===== config.mk =====
export PLATFORM = sky130hd
export DESIGN_NAME = lfsr_prng_arbiter
export DESIGN_NICKNAME = d
export VERILOG_FILES = /design/src/rtl/lfsr_pkg.sv /design/src/rtl/lfsr_step_core.sv /design/src/rtl/lfsr_prng_arbiter.sv
export SDC_FILE = /design/constraint.sdc
export NUM_CORES = 1
export LEC_CHECK = 0
export BUFFER_PORTS_ARGS = -buffer_cell sky130_fd_sc_hd__buf_2
export CAP_MARGIN = 20
export CORE_ASPECT_RATIO = 1.25
export CORE_MARGIN = 1
export CORE_UTILIZATION = 50
export CTS_BUF_LIST = sky130_fd_sc_hd__clkbuf_8 sky130_fd_sc_hd__clkbuf_16
export CTS_CLUSTER_DIAMETER = 200
export DETAILED_ROUTE_END_ITERATION = 6
export PLACE_DENSITY = 0.75
export SYNTH_ARGS = -nofsm -noshare
export SYNTH_HDL_FRONTEND = slang
export SYNTH_SLANG_ARGS = --single-unit

===== constraint.sdc =====
create_clock -name clk -period 1.8 [get_ports clk]
set_clock_uncertainty 0.15 [all_clocks]
set_input_delay 0.18 -clock clk [delete_from_list [all_inputs] [get_ports clk]]
set_output_delay 0.18 -clock clk [all_outputs]
set_load 0.05 [all_outputs]

===== src/rtl/lfsr_pkg.sv =====
// Shared types and helpers for the LFSR PRNG arbiter.
package lfsr_pkg;

    // Arbiter phase: warm-up steps the LFSR blindly, serve hands out words.
    typedef enum logic [0:0] {
        ST_WARMUP = 1'b0,
        ST_SERVE  = 1'b1
    } arb_state_e;

    // Ceiling log2; clog2(1) = 0.
    function automatic int unsigned clog2(input int unsigned value);
        int unsigned result;
        int unsigned span;
        result = 0;
        span   = 1;
        while (span < value) begin
            span   = span << 1;
            result = result + 1;
        end
        return result;
    endfunction

endpackage


===== src/rtl/lfsr_step_core.sv =====
// LFSR state register: shift-left with parity feedback, seed mixing and lockup guard.
module lfsr_step_core #(
    parameter int unsigned         REG_BITS = 16,
    parameter logic [REG_BITS-1:0] INIT     = REG_BITS'(1)
) (
    input  logic                clk,
    input  logic                rst,
    input  logic                step_en,
    input  logic                load_init,
    input  logic [REG_BITS-1:0] seed_applied,
    output logic [REG_BITS-1:0] state
);

    logic [REG_BITS-1:0] state_q;
    logic [REG_BITS-1:0] state_d;
    logic [REG_BITS-1:0] shifted;
    logic                fb;

    // Next LFSR value: reload wins over a step; an all-zero result is forced to 1.
    always_comb begin
        fb      = (^state_q) ^ (^seed_applied);
        shifted = {state_q[REG_BITS-2:0], fb};
        state_d = state_q;
        if (load_init) begin
            state_d = INIT;
        end else if (step_en) begin
            state_d = (shifted == '0) ? REG_BITS'(1) : shifted;
        end
    end

    // State register.
    always_ff @(posedge clk or posedge rst) begin
        if (rst) begin
            state_q <= INIT;
        end else begin
            state_q <= state_d;
        end
    end

    assign state = state_q;

endmodule


===== src/rtl/lfsr_prng_arbiter.sv =====
// Round-robin arbiter handing one fresh LFSR word per grant, after a seeded warm-up.
module lfsr_prng_arbiter
    import lfsr_pkg::*;
#(
    parameter int unsigned         NUM_REQ  = 4,
    parameter int unsigned         REG_BITS = 16,
    parameter logic [REG_BITS-1:0] INIT     = REG_BITS'(1),
    parameter int unsigned         WARMUP   = 32
) (
    input  logic                clk,
    input  logic                rst,
    input  logic [REG_BITS-1:0] seed_in,
    input  logic                seed_load,
    input  logic [NUM_REQ-1:0]  req,
    output logic [NUM_REQ-1:0]  gnt,
    output logic [REG_BITS-1:0] prng_out,
    output logic                busy
);

    localparam int unsigned      PTR_W    = (clog2(NUM_REQ) < 1) ? 1 : clog2(NUM_REQ);
    localparam int unsigned      CNT_W    = clog2(WARMUP) + 1;
    localparam logic [CNT_W-1:0] CNT_LAST = CNT_W'(WARMUP - 1);
    localparam logic [PTR_W-1:0] PTR_LAST = PTR_W'(NUM_REQ - 1);

    arb_state_e          state_q, state_d;
    logic [CNT_W-1:0]    cnt_q, cnt_d;
    logic [REG_BITS-1:0] seed_q, seed_d;
    logic [PTR_W-1:0]    ptr_q, ptr_d;
    logic [NUM_REQ-1:0]  gnt_q, gnt_d;
    logic [REG_BITS-1:0] prng_q, prng_d;
    logic                busy_q, busy_d;

    logic                step_en;
    logic                load_init;
    logic [REG_BITS-1:0] seed_applied;
    logic [REG_BITS-1:0] lfsr_state;

    logic                pick_valid;
    logic [PTR_W-1:0]    pick_idx;
    logic [PTR_W-1:0]    cand;
    int unsigned         cand_sum;

    lfsr_step_core #(
        .REG_BITS (REG_BITS),
        .INIT     (INIT)
    ) u_core (
        .clk          (clk),
        .rst          (rst),
        .step_en      (step_en),
        .load_init    (load_init),
        .seed_applied (seed_applied),
        .state        (lfsr_state)
    );

    // First requester at or after the pointer, wrapping modulo NUM_REQ.
    always_comb begin
        pick_valid = 1'b0;
        pick_idx   = '0;
        cand       = '0;
        cand_sum   = 0;
        for (int unsigned k = 0; k < NUM_REQ; k++) begin
            cand_sum = 32'(ptr_q) + k;
            if (cand_sum >= NUM_REQ) begin
                cand_sum = cand_sum - NUM_REQ;
            end
            cand = PTR_W'(cand_sum);
            if (!pick_valid && req[cand]) begin
                pick_valid = 1'b1;
                pick_idx   = cand;
            end
        end
    end

    // Phase sequencing, grant decision and LFSR step control; reseed overrides all.
    always_comb begin
        state_d      = state_q;
        cnt_d        = cnt_q;
        seed_d       = seed_q;
        ptr_d        = ptr_q;
        gnt_d        = '0;
        prng_d       = prng_q;
        step_en      = 1'b0;
        load_init    = 1'b0;
        seed_applied = '0;

        if (seed_load) begin
            seed_d    = seed_in;
            load_init = 1'b1;
            cnt_d     = '0;
            state_d   = ST_WARMUP;
        end else begin
            case (state_q)
                ST_WARMUP: begin
                    step_en      = 1'b1;
                    seed_applied = seed_q;
                    if (cnt_q == CNT_LAST) begin
                        state_d = ST_SERVE;
                    end else begin
                        cnt_d = cnt_q + CNT_W'(1);
                    end
                end
                ST_SERVE: begin
                    if (pick_valid) begin
                        gnt_d   = NUM_REQ'(1) << pick_idx;
                        prng_d  = lfsr_state;
                        step_en = 1'b1;
                        ptr_d   = (pick_idx == PTR_LAST) ? '0 : pick_idx + PTR_W'(1);
                    end
                end
                default: state_d = ST_WARMUP;
            endcase
        end

        busy_d = (state_d == ST_WARMUP);
    end

    // Control and output registers.
    always_ff @(posedge clk or posedge rst) begin
        if (rst) begin
            state_q <= ST_WARMUP;
            cnt_q   <= '0;
            seed_q  <= '0;
            ptr_q   <= '0;
            gnt_q   <= '0;
            prng_q  <= '0;
            busy_q  <= 1'b1;
        end else begin
            state_q <= state_d;
            cnt_q   <= cnt_d;
            seed_q  <= seed_d;
            ptr_q   <= ptr_d;
            gnt_q   <= gnt_d;
            prng_q  <= prng_d;
            busy_q  <= busy_d;
        end
    end

    assign gnt      = gnt_q;
    assign prng_out = prng_q;
    assign busy     = busy_q;

endmodule


# == After elaboration in Yosys (flattened, before gate mapping) ==
# Index checks and enable logic that the tools add are counted.
# word_totals
rom_bits,0
word_cells,85
n_memories,0
regBits,62
latch_bits,0
mem_bits_rw,0
inputBits,23
# op_classes
n_mul,0
n_eq_ne,4
bitwise,4
reduce_logical,12
shifts,1
add_sub_neg,9
div,0
magnitude_cmp,8
muxes,39
# op_table
op,n
2-to-1 mux 16 bit,5
XOR reduction 16 bit,2
2-to-1 mux 2 bit,9
2-to-1 mux 6 bit,3
logical NOT 16 bit,1
2-to-1 mux 1 bit,14
< comparator 2 x 3 -> 1 bit (second input constant),4
2-to-1 mux 4 bit,3
greater-or-equal comparator 3 bit (second input constant),3
binary-select mux 1 bit (select 2 bit),4
subtractor 2 x 1 -> 2 bit (second input constant),4
adder 2 x 2 -> 3 bit (second input constant),2
adder 6 x 1 -> 6 bit (second input constant),1
equality test 6 x 5 -> 1 bit (second input constant),1
inequality test 2 bit (second input constant),2
<< shifter 1 x 2 -> 4 bit (first input constant),1
adder 2 x 1 -> 3 bit (second input constant),1
greater-or-equal comparator 2 x 3 -> 1 bit (second input constant),1
logical AND 1 bit,3
logical NOT 1 bit,3
NOT 1 bit,3
AND reduction 3 bit,1
adder 2 x 1 -> 2 bit (second input constant),1
equality test 2 bit (second input constant),1
other kinds (4),4

# == Depth between registers and ports, before layout ==
# Gate-level depths: netlist of the first run.
# logic_depth
depth_word,19
ltp_mapped,8
mapped_depth_nobuf,8

# == Cells and area by module ==
# Synthesis of the first run repeated with hierarchy kept, for this count alone.
# hier_totals
cells_unflattened,247
hier_area_um2,3017.9
# by_module_without_submodules
module,cells_each,area_each_um2,n_inst,seq_area_each_um2
lfsr_prng_arbiter,169,2129.5,1,1152.4
lfsr_step_core,78,888.4,1,401.6

# == Least setup slack after synthesis of the first run ==
# OpenSTA, ideal clock, no wires.
# synth_path
path_kind,flip-flop to flip-flop
from,reg u_core.state_q[0] (netlist: u_core.state[0])
to,reg u_core.state_q[10] (netlist: u_core.state[10])
period_less_slack_ns,1.938
setup_time_ns,0.121
stages_incl_launch_ff,8
setup_slack_ns,-0.138
n_path_buf,1
arrival_time_ns,1.667
required_time_ns,1.529
path_cell_list,dfstp_2 > xor2_1 > xnor2_1 > xnor2_1 > xnor2_1 > o21ai_2 > buf_6 > a22o_1
# synth_between
elab_chain_len,6
# synth_rtl
item,line,source
"start, declared",lfsr_step_core.sv:14,logic [REG_BITS-1:0] state_q;
"start signal, assigned",lfsr_step_core.sv:36,state_q <= state_d;
XOR reduction 16 bit,lfsr_step_core.sv:21,fb = (^state_q) ^ (^seed_applied);
bitwise XOR 1 bit,lfsr_step_core.sv:21,
logical NOT 16 bit *,lfsr_step_core.sv:27,state_d = (shifted == '0) ? REG_BITS'(1) : shifted;
2-to-1 mux 16 bit *,lfsr_step_core.sv:27,
2-to-1 mux 16 bit *,lfsr_step_core.sv:26,end else if (step_en) begin
2-to-1 mux 16 bit *,lfsr_step_core.sv:24,if (load_init) begin
# Mark *: on every way between the ends. The rest lies on a longest branch, timed or not. The select of a mux whose other input is x is not followed.
# A chain may end at the register's enable or synchronous reset.

# == Worst setup path after layout of the first run ==
# layout_path
from,reg u_core.state_q[0] (netlist: u_core.state[0])
to,reg u_core.state_q[1] (netlist: u_core.state[1])
# layout_between
elab_chain_len,6
# layout_rtl
item,line
XOR reduction 16 bit,lfsr_step_core.sv:21
bitwise XOR 1 bit,lfsr_step_core.sv:21
logical NOT 16 bit,lfsr_step_core.sv:27
2-to-1 mux 16 bit *,lfsr_step_core.sv:27
2-to-1 mux 16 bit *,lfsr_step_core.sv:26
2-to-1 mux 16 bit *,lfsr_step_core.sv:24
# Marks and branches as above.

==> key figures, run 1 <==
Global route
  • Total congestion overflow: 0
  • Gr usage total: 21.5%
  • Met3 GRT Util: 6.72%
  • GRT met1 Usage: a little under a quarter
  • Grt peak-use layer: met2
  • Vias in the first global route: 2070
  • Largest net degree at the start of global routing: 30
  • Initial antenna violation count: 0
  • First-pass GRT wire length: 9.16 mm
  • GRT met2 Usage: 35.8%

Floorplanning
  • Die area: 5870 um^2
  • Width of the die: between 60 and 70 um
  • FP Rows: 30
  • I/O pins: 44
  • Die Span Y: 85.4 um
  • Initial core utilization: a little over 50%
  • Core area: between 5000 and 6000 um^2

Clock tree
  • Clock Sinks: 62
  • Clock Latency Late Sink: 0.34 ns
  • Clock tree buffer depth: 2
  • Clock root cell: clkbuf_8
  • CTS tree: yes
  • Num CTS Buffers: 9
  • Clock-pin slew on the worst setup and hold paths: ~0.070 ns
  • H-Tree Depth: 3

Final layout
  • Final non-filler cell total: 378
  • Fillers: 422
  • Final instance area: 3670 um^2
  • Fin util: 67.8%
  • Commonest non-fill, non-tap cell in the layout: dfrtp_1
  • Most frequent cells in the layout: dfrtp_1, buf_2, mux2_2
  • Antenna fix cells: 0
  • Multi-input logic area: 1180 um^2
  • Nets: 337
  • Share of cells above drive strength 1: 43.0%
  • Area delta synth->final: 31.8%
  • Register area: 1550 um^2

Place
  • Post-Place Cells: around 350
  • IO buf count: 43
  • Dpl ws: -0.207 ns
  • Post-DP HPWL: 3.44 mm
  • GPL Wtd Cong: 0.795
  • Placed Area: roughly 3300 um^2

Detailed routing
  • Vias: 1958
  • Vias per std cell: 5.18
  • Initial DRC count: 72
  • DRC Markers: 0
  • DR pass1 iterations: 4
  • Detail Route Antenna Nets: 0
  • Wirelength per Cell: ~14 um
  • Routed WL: between 5 and 6 mm

Pwr
  • Sw frac: 27.9%
  • PwrDens: 941 nW/um^2
  • P_sw: 0.962 mW
  • Worst vdd ir: 0.614 mV
  • Pleak: 1.82 nW
  • Total Power: around 3.5 mW
  • Clk network pwr share: 32.4%
  • Internal Pwr Total: 2.49 mW
  • Combinational Power Share: approximately 23%
  • Part of the power in registers: between 40% and 50%

Critical path
  • Endpoint class of the critical path: register
  • Max FO, Critical Path: 12
  • Setup CP Type: register to register
  • FF-to-FF path depth: 6
  • Startpoint types: register
  • WP data required: 1.93 ns
  • Worst EP arrival: 2.12 ns

Yosys
  • Syn_area_per_cell: around 13 um^2
  • Mapped Nets: 244
  • Ys async rst share: between 90% and 100%
  • Sequential area share after synthesis: 55.9%
  • Number of synthesized flops with an enable pin: 0
  • Main synth FF type: dfrtp_1
  • Synth Warn #: 0
  • Synth Cell Area: 2780 um^2
  • Post-synthesis xor/xnor area fraction: between 10% and 20%
  • Flops & latches, synth: 62
  • Synth Area in Compound Gates: roughly 8.6%
  • Largest family of logic cells by synthesized area: multiplexers
  • Post-Synth Simple-Gate Area: 6.21%
  • Gate Count Post-Synth: 216
  • Unique cell type count in the Yosys netlist: 32
  • Post-synthesis adder-cell area fraction: roughly 2.2%
  • Mux contribution to synthesized area: 13.3%

Timing
  • Min cycle time layout: approximately 2 ns
  • Setup TNS: -2.25 ns
  • Max-slew violations: 0
  • RSZ-0062 raised after global routing: true
  • Max Fclk: 502 MHz
  • Setup-failing EPs final: 13
  • Worst Hold Margin: 0.105 ns
  • Worst-Margin Slew: 0.645 ns
  • Final Hold Viols: 0
  • Tcrit/Tclk final: 111%
  • Slew headroom: a little under three fifths
  • Setup WS post-layout: -0.192 ns

Status
  • Failing checks: negative setup slack
  • Status: complete, but fails checks

Min path
  • HP Class: input pin to register
  • Cell depth of the worst hold path: 4

Run
  • Maxcap violations: 0
cells by family (layout without fill, tap and decap cells):
family                   after synthesis  after routing
multiplexers                          33             33
AND/OR/NAND/NOR                       34             34
flip-flops                            62             62
adder cells (fa/ha/maj)                5              5
AO/OA/AOI/OAI                         30             30
buffers and inverters                 18            116
XOR/XNOR                              34             34
power by group through the flow:
stage                     clock [mW]  combinational, mW  sequential, mW
after floorplan                    0              0.469            1.58
after global placement             0              0.675            1.56
after detailed placement           0              0.690            1.56
after CTS                       1.17              0.775            1.53
after global routing            1.22              0.870            1.55
final                           1.12              0.797            1.54
state kept, by name, summed over array words and instances (netlist names):
| register | cells |
|---|---|
| busy | 1 |
| cnt_q | 6 |
| gnt | 4 |
| prng_out | 16 |
| ptr_q | 2 |
| seed_q | 16 |
| state_q | 1 |
| u_core.state | 16 |
repair_timing:
item,4_1_cts,5_1_grt
hold endpoints to repair,41,0
resized for setup,3,3
pin swaps,1,1
hold buffers,17,0
setup buffers,0,0
setup endpoints to repair,13,16
Yosys cell counts (2+ instances only):
cell type	n	area [um^2]
o21ai_0	2	10.0
a22o_2	2	20.0
dfstp_2	2	52.6
dfrtp_1	60	1500
nor3_1	2	10.0
o22ai_1	2	12.5
ha_1	5	62.6
nor4_1	4	25.0
a22o_1	13	114
mux2_2	32	360
and2_1	5	31.3
nand2_1	6	22.5
a21oi_1	6	30.0
nand4_1	3	18.8
xnor2_1	26	228
clkbuf_1	5	18.8
inv_1	10	37.5
nor2_1	9	33.8
nor2b_1	3	18.8
xor2_1	7	61.3
metal layers:
layer	vias to the layer above	share of wire, %
met5	-	0
met2	40	53
li1	940	-
met1	965	40
met3	13	3.5
met4	0	2.6
cell type report:
class / count / area share, %
inverters: 10 / 1.13
well taps: 64 / 2.18
clock buffers: 12 / 4.51
flip-flops and latches: 62 / 42.4
multi-input cells: 136 / 32.2
repair buffers: 90 / 17.0
clock inverters: 4 / 0.580
worst paths after layout:
kind / startpoint / endpoint / slack (ns)
max reg2reg: u_core.state[0]$_DFFE_PP1P_ / u_core.state[1]$_DFFE_PP0P_ / -0.19
min: seed_load / ptr_q[0]$_DFFE_PP0P_ / 0.10
max: u_core.state[0]$_DFFE_PP1P_ / u_core.state[1]$_DFFE_PP0P_ / -0.19
min in group asynchronous: rst / cnt_q[5]$_DFFE_PP0P_ / 0.33
max in group asynchronous: rst / prng_out[0]$_DFFE_PP0P_ / 0.63
min reg2reg: prng_out[11]$_DFFE_PP0P_ / prng_out[11]$_DFFE_PP0P_ / 0.35
critical path, cell delays in order (launching register included):
cell and delay [ns]:
dfstp_2 0.54, xor2_1 0.17, xnor2_1 0.17, xnor2_1 0.20, xnor2_2 0.13, o21ai_4 0.34, a22o_2 0.22
(Power assumes the default switching activity.)
==> run 2: changes to the inputs <==
--- a/config.mk
+++ b/config.mk
@@ -6,7 +6,7 @@
 export NUM_CORES = 1
 export LEC_CHECK = 0
 export BUFFER_PORTS_ARGS = -buffer_cell sky130_fd_sc_hd__buf_2
-export CAP_MARGIN = 20
+export CAP_MARGIN = 15
 export CORE_ASPECT_RATIO = 1.25
 export CORE_MARGIN = 1
 export CORE_UTILIZATION = 50
@@ -14,6 +14,7 @@
 export CTS_CLUSTER_DIAMETER = 200
 export DETAILED_ROUTE_END_ITERATION = 6
 export PLACE_DENSITY = 0.75
+export REMOVE_ABC_BUFFERS = 1
 export SYNTH_ARGS = -nofsm -noshare
 export SYNTH_HDL_FRONTEND = slang
 export SYNTH_SLANG_ARGS = --single-unit
==> key figures, run 2 (same netlist as run 1, synthesis figures left out) <==
Detailed routing
  • Vias: 1942
  • DR pass1 iterations: 6
  • Vias per std cell: 5.12
  • Initial DRC count: 89
  • Wirelength per Cell: 14.3 um
  • DRC Markers: 1
  • Detail Route Antenna Nets: 0
  • Routed WL: between 5 and 6 mm

Critical path
  • Most used cell, CP: xnor2_1
  • Startpoint types: register
  • Reg-to-Reg End: u_core.state[0]$_DFFE_PP1P_
  • Max FO, Critical Path: 3
  • R2R setup slack: -0.15 ns
  • WP data required: 1.90 ns
  • Worst EP arrival: 2.05 ns
  • Crit-path slowest cell: dfstp_2
  • Crit-path cells: xor2_2 -> xnor2_1 -> xnor2_1 -> xnor2_2 -> buf_4 -> nor2_2 -> a221oi_2
  • Worst R2R Start: u_core.state[0]$_DFFE_PP1P_
  • FF-to-FF path depth: 7
  • Endpoint class of the critical path: register
  • Setup CP Type: register to register
  • Crit-path max cell delay: around 0.56 ns

Place
  • Post-DP HPWL: 3.63 mm
  • Post-Place Cells: 345
  • IO buf count: 43
  • Dpl ws: -0.265 ns
  • GPL Wtd Cong: 0.767

Timing
  • Max Fclk: 513 MHz
  • Slew headroom: between 70 and 80%
  • Setup-failing EPs final: 13
  • Final Hold Viols: 0
  • Worst-Margin Slew: 0.341 ns
  • RSZ-0062 raised after global routing: true
  • Tcrit/Tclk final: 108%
  • Max-slew violations: 0
  • Worst Hold Margin: 0.136 ns
  • Setup WS post-layout: -0.151 ns
  • Min cycle time layout: 1.95 ns

Min path
  • HP Class: input pin to register
  • Cell depth of the worst hold path: 4
  • HP Start: seed_load
  • Hold Path Sink: ptr_q[0]$_DFFE_PP0P_

Clock tree
  • H-Tree Depth: 3
  • CTS tree: yes
  • Clock-pin slew on the worst setup and hold paths: 0.07 ns
  • Num CTS Buffers: 9
  • Setup bufs post-CTS: 0
  • Clock Sinks: slightly above 60
  • Clock tree buffer depth: 2
  • Clock Latency Late Sink: 0.33 ns
  • Clock root cell: clkbuf_8

Floorplanning
  • I/O pins: 44
  • Die area: 5870 um^2
  • Initial core utilization: just over 50%
  • Core area: 5410 um^2
  • Width of the die: 68.7 um
  • Die Span Y: 85.4 um
  • FP Rows: 30

Final layout
  • Share of cells above drive strength 1: roughly 43%
  • Final non-filler cell total: 379
  • Most frequent cells in the layout: dfrtp_1, buf_2, mux2_2
  • Fillers: 416
  • Antenna fix cells: 0
  • Commonest non-fill, non-tap cell in the layout: dfrtp_1
  • Area delta synth->final: 33.2%
  • Nets: 338

Pwr
  • Pleak: approximately 1.9 nW
  • Total Power: about 3.7 mW
  • PwrDens: approximately 1000 nW/um^2
  • Worst vdd ir: around 0.61 mV

Global route
  • Largest net degree at the start of global routing: 49
  • Gr usage total: 21.6%
  • Initial antenna violation count: 0
  • Total congestion overflow: 0
  • Vias in the first global route: 2030
  • First-pass GRT wire length: 9.10 mm

Run
  • Maxcap violations: 0

Status
  • Status: complete, but fails checks
  • Failing checks: design-rule violations, negative setup slack
[run 2: cell count changes in the layout (fill, tap and decap cells not counted), sizes merged]
| cell | previous run | this run |
|---|---|---|
| bufinv | 0 | 2 |
| clkbuf | 12 | 10 |
| clkinvlp | 2 | 0 |
| inv | 10 | 12 |
| o21ai | 3 | 4 |
[run 2: worst max-delay path, delay by kind of cell, from the launching register on]
family                    cells  cell delay, ns
buffers and inverters         1            0.18
xor gates and xnor gates      4            0.72
DFF                           1            0.56
and+or+nand+nor               1            0.03
AOI/OAI and AO/OA             1            0.22
[run 2: worst max path at each step]
stage,from,to,cells past startpoint
after global placement,u_core.state[0]$_DFFE_PP1P_,u_core.state[1]$_DFFE_PP0P_,6
after floorplan,state_q$_DFF_PP0_,u_core.state[1]$_DFFE_PP0P_,5
final,u_core.state[0]$_DFFE_PP1P_,u_core.state[0]$_DFFE_PP1P_,7
after global routing,u_core.state[0]$_DFFE_PP1P_,u_core.state[9]$_DFFE_PP0P_,6
after detailed placement,u_core.state[0]$_DFFE_PP1P_,u_core.state[15]$_DFFE_PP0P_,6
after CTS,u_core.state[0]$_DFFE_PP1P_,u_core.state[0]$_DFFE_PP1P_,7
[run 2: report_power, final]
| part | switching [mW] | internal, mW | total, mW |
|---|---|---|---|
| logic | 0.384 | 0.408 | 0.792 |
| registers | 0.0631 | 1.48 | 1.54 |
| clock network | 0.516 | 0.802 | 1.32 |
| total | 0.962 | 2.69 | 3.65 |
[run 2: layer usage]
| layer | track usage, % | part of all wire [%] | vias up |
|---|---|---|---|
| li1 | - | - | 947 |
| met1 | 25.4 | 41 | 934 |
| met2 | 35.4 | 53 | 51 |
| met3 | 6.32 | 4.3 | 10 |
| met4 | 10.0 | 1.7 | 0 |
| met5 | 0 | 0 | - |
[run 2: layout make-up]
| class | count | area [um^2] | share of cell area [%] |
|---|---|---|---|
| Clock buffer | 10 | 138 | 3.71 |
| Timing Repair Buffer | 90 | 623 | 16.8 |
| Tap cell | 64 | 80.1 | 2.16 |
| Multi-Input combinational cell | 137 | 1200 | 32.3 |
| Sequential cell | 62 | 1550 | 41.9 |
| Clock inverter | 6 | 77.6 | 2.09 |
| Inverter | 10 | 37.5 | 1.01 |
[run 2: per-stage QoR]
step	instance area [um^2]	utilization, %	TNS [ns]
CTS	3690	68.3	-1.64
global placement	3280	60.6	-1.71
floorplan	2740	-	-18.94
finish	3710	68.6	-1.56
global route	3710	68.6	-2.49
detailed placement	3280	60.6	-3.17
[run 2: timing repair]
action | in CTS | in global routing
hold endpoints to repair | 30 | 0
hold buffers | 17 | 0
pin swaps | 16 | 2
setup endpoints to repair | 13 | 14
cloned | 1 | 0
resized for setup | 4 | 3
==> run 3: changes to the inputs <==
--- a/config.mk
+++ b/config.mk
@@ -7,13 +7,16 @@
 export LEC_CHECK = 0
 export BUFFER_PORTS_ARGS = -buffer_cell sky130_fd_sc_hd__buf_2
 export CAP_MARGIN = 15
+export CELL_PAD_IN_SITES_DETAIL_PLACEMENT = 0
+export CELL_PAD_IN_SITES_GLOBAL_PLACEMENT = 1
 export CORE_ASPECT_RATIO = 1.25
 export CORE_MARGIN = 1
-export CORE_UTILIZATION = 50
+export CORE_UTILIZATION = 41
 export CTS_BUF_LIST = sky130_fd_sc_hd__clkbuf_8 sky130_fd_sc_hd__clkbuf_16
 export CTS_CLUSTER_DIAMETER = 200
 export DETAILED_ROUTE_END_ITERATION = 6
-export PLACE_DENSITY = 0.75
+export GPL_TIMING_DRIVEN = 0
+export PLACE_DENSITY_LB_ADDON = 0.1
 export REMOVE_ABC_BUFFERS = 1
 export SYNTH_ARGS = -nofsm -noshare
 export SYNTH_HDL_FRONTEND = slang
==> key figures, run 3 (same netlist as run 1, synthesis figures left out) <==
Status
  • Status: complete, but fails checks
  • Failing checks: negative setup slack

Timing
  • Tcrit/Tclk final: 106%
  • Worst-Margin Slew: 0.797 ns
  • Slew headroom: a little under half
  • Min cycle time layout: 1.91 ns
  • RSZ-0062 raised after global routing: true
  • Max Fclk: 525 MHz
  • Setup-failing EPs final: 13
  • Setup WS post-layout: -0.106 ns
  • Final Hold Viols: 0
  • Max-slew violations: 0

Min path
  • HP Class: input pin to register
  • HP Start: seed_load

Floorplanning
  • Die area: 7120 um^2
  • Core area: between 6000 and 7000 um^2
  • I/O pins: between 40 and 50
  • Die Span Y: 94.1 um
  • Width of the die: approximately 76 um
  • FP Rows: 33
  • Initial core utilization: 42.4%

Pwr
  • Sw frac: 28.2%
  • Pleak: 1.73 nW
  • Combinational Power Share: approximately a quarter
  • Internal Pwr Total: between 2 and 2.5 mW
  • Total Power: 3.36 mW
  • PwrDens: 934 nW/um^2
  • Worst vdd ir: 0.602 mV
  • Part of the power in registers: 46.2%
  • P_sw: 0.949 mW
  • Clk network pwr share: slightly above 30%

Detailed routing
  • Vias per std cell: roughly 4.9
  • DRC Markers: 0
  • Metal2 WL: 2.63 mm
  • Detail Route Antenna Nets: 0
  • Wirelength per Cell: 13.5 um
  • Vias: 1859
  • Routed WL: 5.14 mm
  • Initial DRC count: 81
  • Metal3 WL: 166 um
  • DR pass1 iterations: 4
  • DRT met1 WL: 2.18 mm
  • Top Layer Used: met4

Place
  • Placed Area: slightly above 3000 um^2
  • Dpl ws: -0.567 ns
  • Post-Place Cells: 340
  • GPL Wtd Cong: slightly above 0.7
  • Post-DP HPWL: 3.29 mm
  • IO buf count: between 40 and 50

Global route
  • Gr usage total: about 16%
  • Vias in the first global route: 1847
  • First-pass GRT wire length: 8.58 mm
  • Initial antenna violation count: 0
  • Largest net degree at the start of global routing: 39
  • Total congestion overflow: 0

Critical path
  • Crit. Startpoint: u_core.state[0]$_DFFE_PP1P_
  • Setup CP Type: register to register
  • Startpoint types: register
  • WP data required: around 1.9 ns
  • Worst EP arrival: approximately 2.0 ns
  • Max FO, Critical Path: 6
  • Worst R2R Start: u_core.state[0]$_DFFE_PP1P_
  • Endpoint class of the critical path: register

Clock tree
  • CTS tree: yes
  • Clock Latency Late Sink: 0.33 ns
  • Clock Sinks: 62
  • H-Tree Depth: 3
  • Clock tree buffer depth: 2
  • Num CTS Buffers: 9
  • Clock-pin slew on the worst setup and hold paths: 0.07 ns
  • Clock root cell: clkbuf_8

Run
  • Maxcap violations: 0

Final layout
  • Antenna fix cells: 0
  • Fin util: between 50% and 60%
  • Commonest non-fill, non-tap cell in the layout: dfrtp_1
  • Final non-filler cell total: 381
  • Nets: around 320
  • Share of cells above drive strength 1: 42.5%
  • Area delta synth->final: 29.4%
  • Final instance area: 3600 um^2
  • Fillers: 587
  • Most frequent cells in the layout: dfrtp_1, buf_2, mux2_2
==> run 3: cell count changes in the layout (fill, tap and decap cells not counted), moves of 2 or more <==
cell       previous run  this run
dfrtp_2               0         5
xnor2_1              25        20
xnor2_2               2         7
buf_6                 0         2
bufinv_16             2         0
dfrtp_1              60        55
buf_4                29         6
==> run 3: timing repair <==
action / in CTS / in global routing
hold buffers: 17 / 0
pin swaps: 20 / 3
setup endpoints to repair: 36 / 33
setup buffers: 4 / 3
gates cloned: 1 / 0
endpoints found under the hold margin: 53 / 0
resized for setup: 9 / 11
==> run 3: critical path, cell delays in order (launching register included) <==
cell,delay (ns)
dfstp_2,0.54
xor2_1,0.16
xnor2_1,0.18
xnor2_2,0.16
xnor2_2,0.13
buf_6,0.15
o21ai_4,0.09
a22o_2,0.25
==> run 3: layout make-up <==
class                      count  area (um^2)  area share (%)
sequential                    62         1560            43.3
multi-input combinational    137         1250            34.8
timing repair buffer          69          473            13.1
clock buffer                  10          138            3.82
tap                           87          109            3.02
inverter                      10         37.5            1.04
clock inverter                 6         30.0           0.834
==> run 3: layer usage <==
layer	track usage, %	up-vias
met5	0	-
met4	9.41	0
met3	3.54	13
met2	25.9	42
met1	19.7	903
li1	-	901
==> run 3: power by group through the flow <==
| stage | registers [mW] | clock network (mW) | logic [mW] |
|---|---|---|---|
| after floorplan | 1.58 | 0 | 0.452 |
| after global placement | 1.58 | 0 | 0.574 |
| after detailed placement | 1.58 | 0 | 0.585 |
| after CTS | 1.56 | 1.07 | 0.756 |
| after global routing | 1.57 | 1.12 | 0.861 |
| final | 1.56 | 1.02 | 0.786 |
==> run 3: worst paths after layout <==
check	end	slack [ns]	cells past startpoint
max	u_core.state[2]$_DFFE_PP0P_	-0.11	7
min	cnt_q[0]$_DFFE_PP0P_	0.18	2
max reg2reg	u_core.state[2]$_DFFE_PP0P_	-0.11	7
min reg2reg	prng_out[0]$_DFFE_PP0P_	0.34	2
max in group asynchronous	busy$_DFF_PP1_	0.42	4
min in group asynchronous	seed_q[10]$_DFFE_PP0P_	0.40	3
==> run 3: metrics by stage <==
step           TNS, ns  hold slack (ns)
3_5_place_dp    -11.61            0.240
3_3_place_gp    -94.66            0.262
2_1_floorplan   -18.94           0.0931
5_1_grt          -3.30            0.207
6_report         -1.01            0.182
4_1_cts          -1.24            0.180
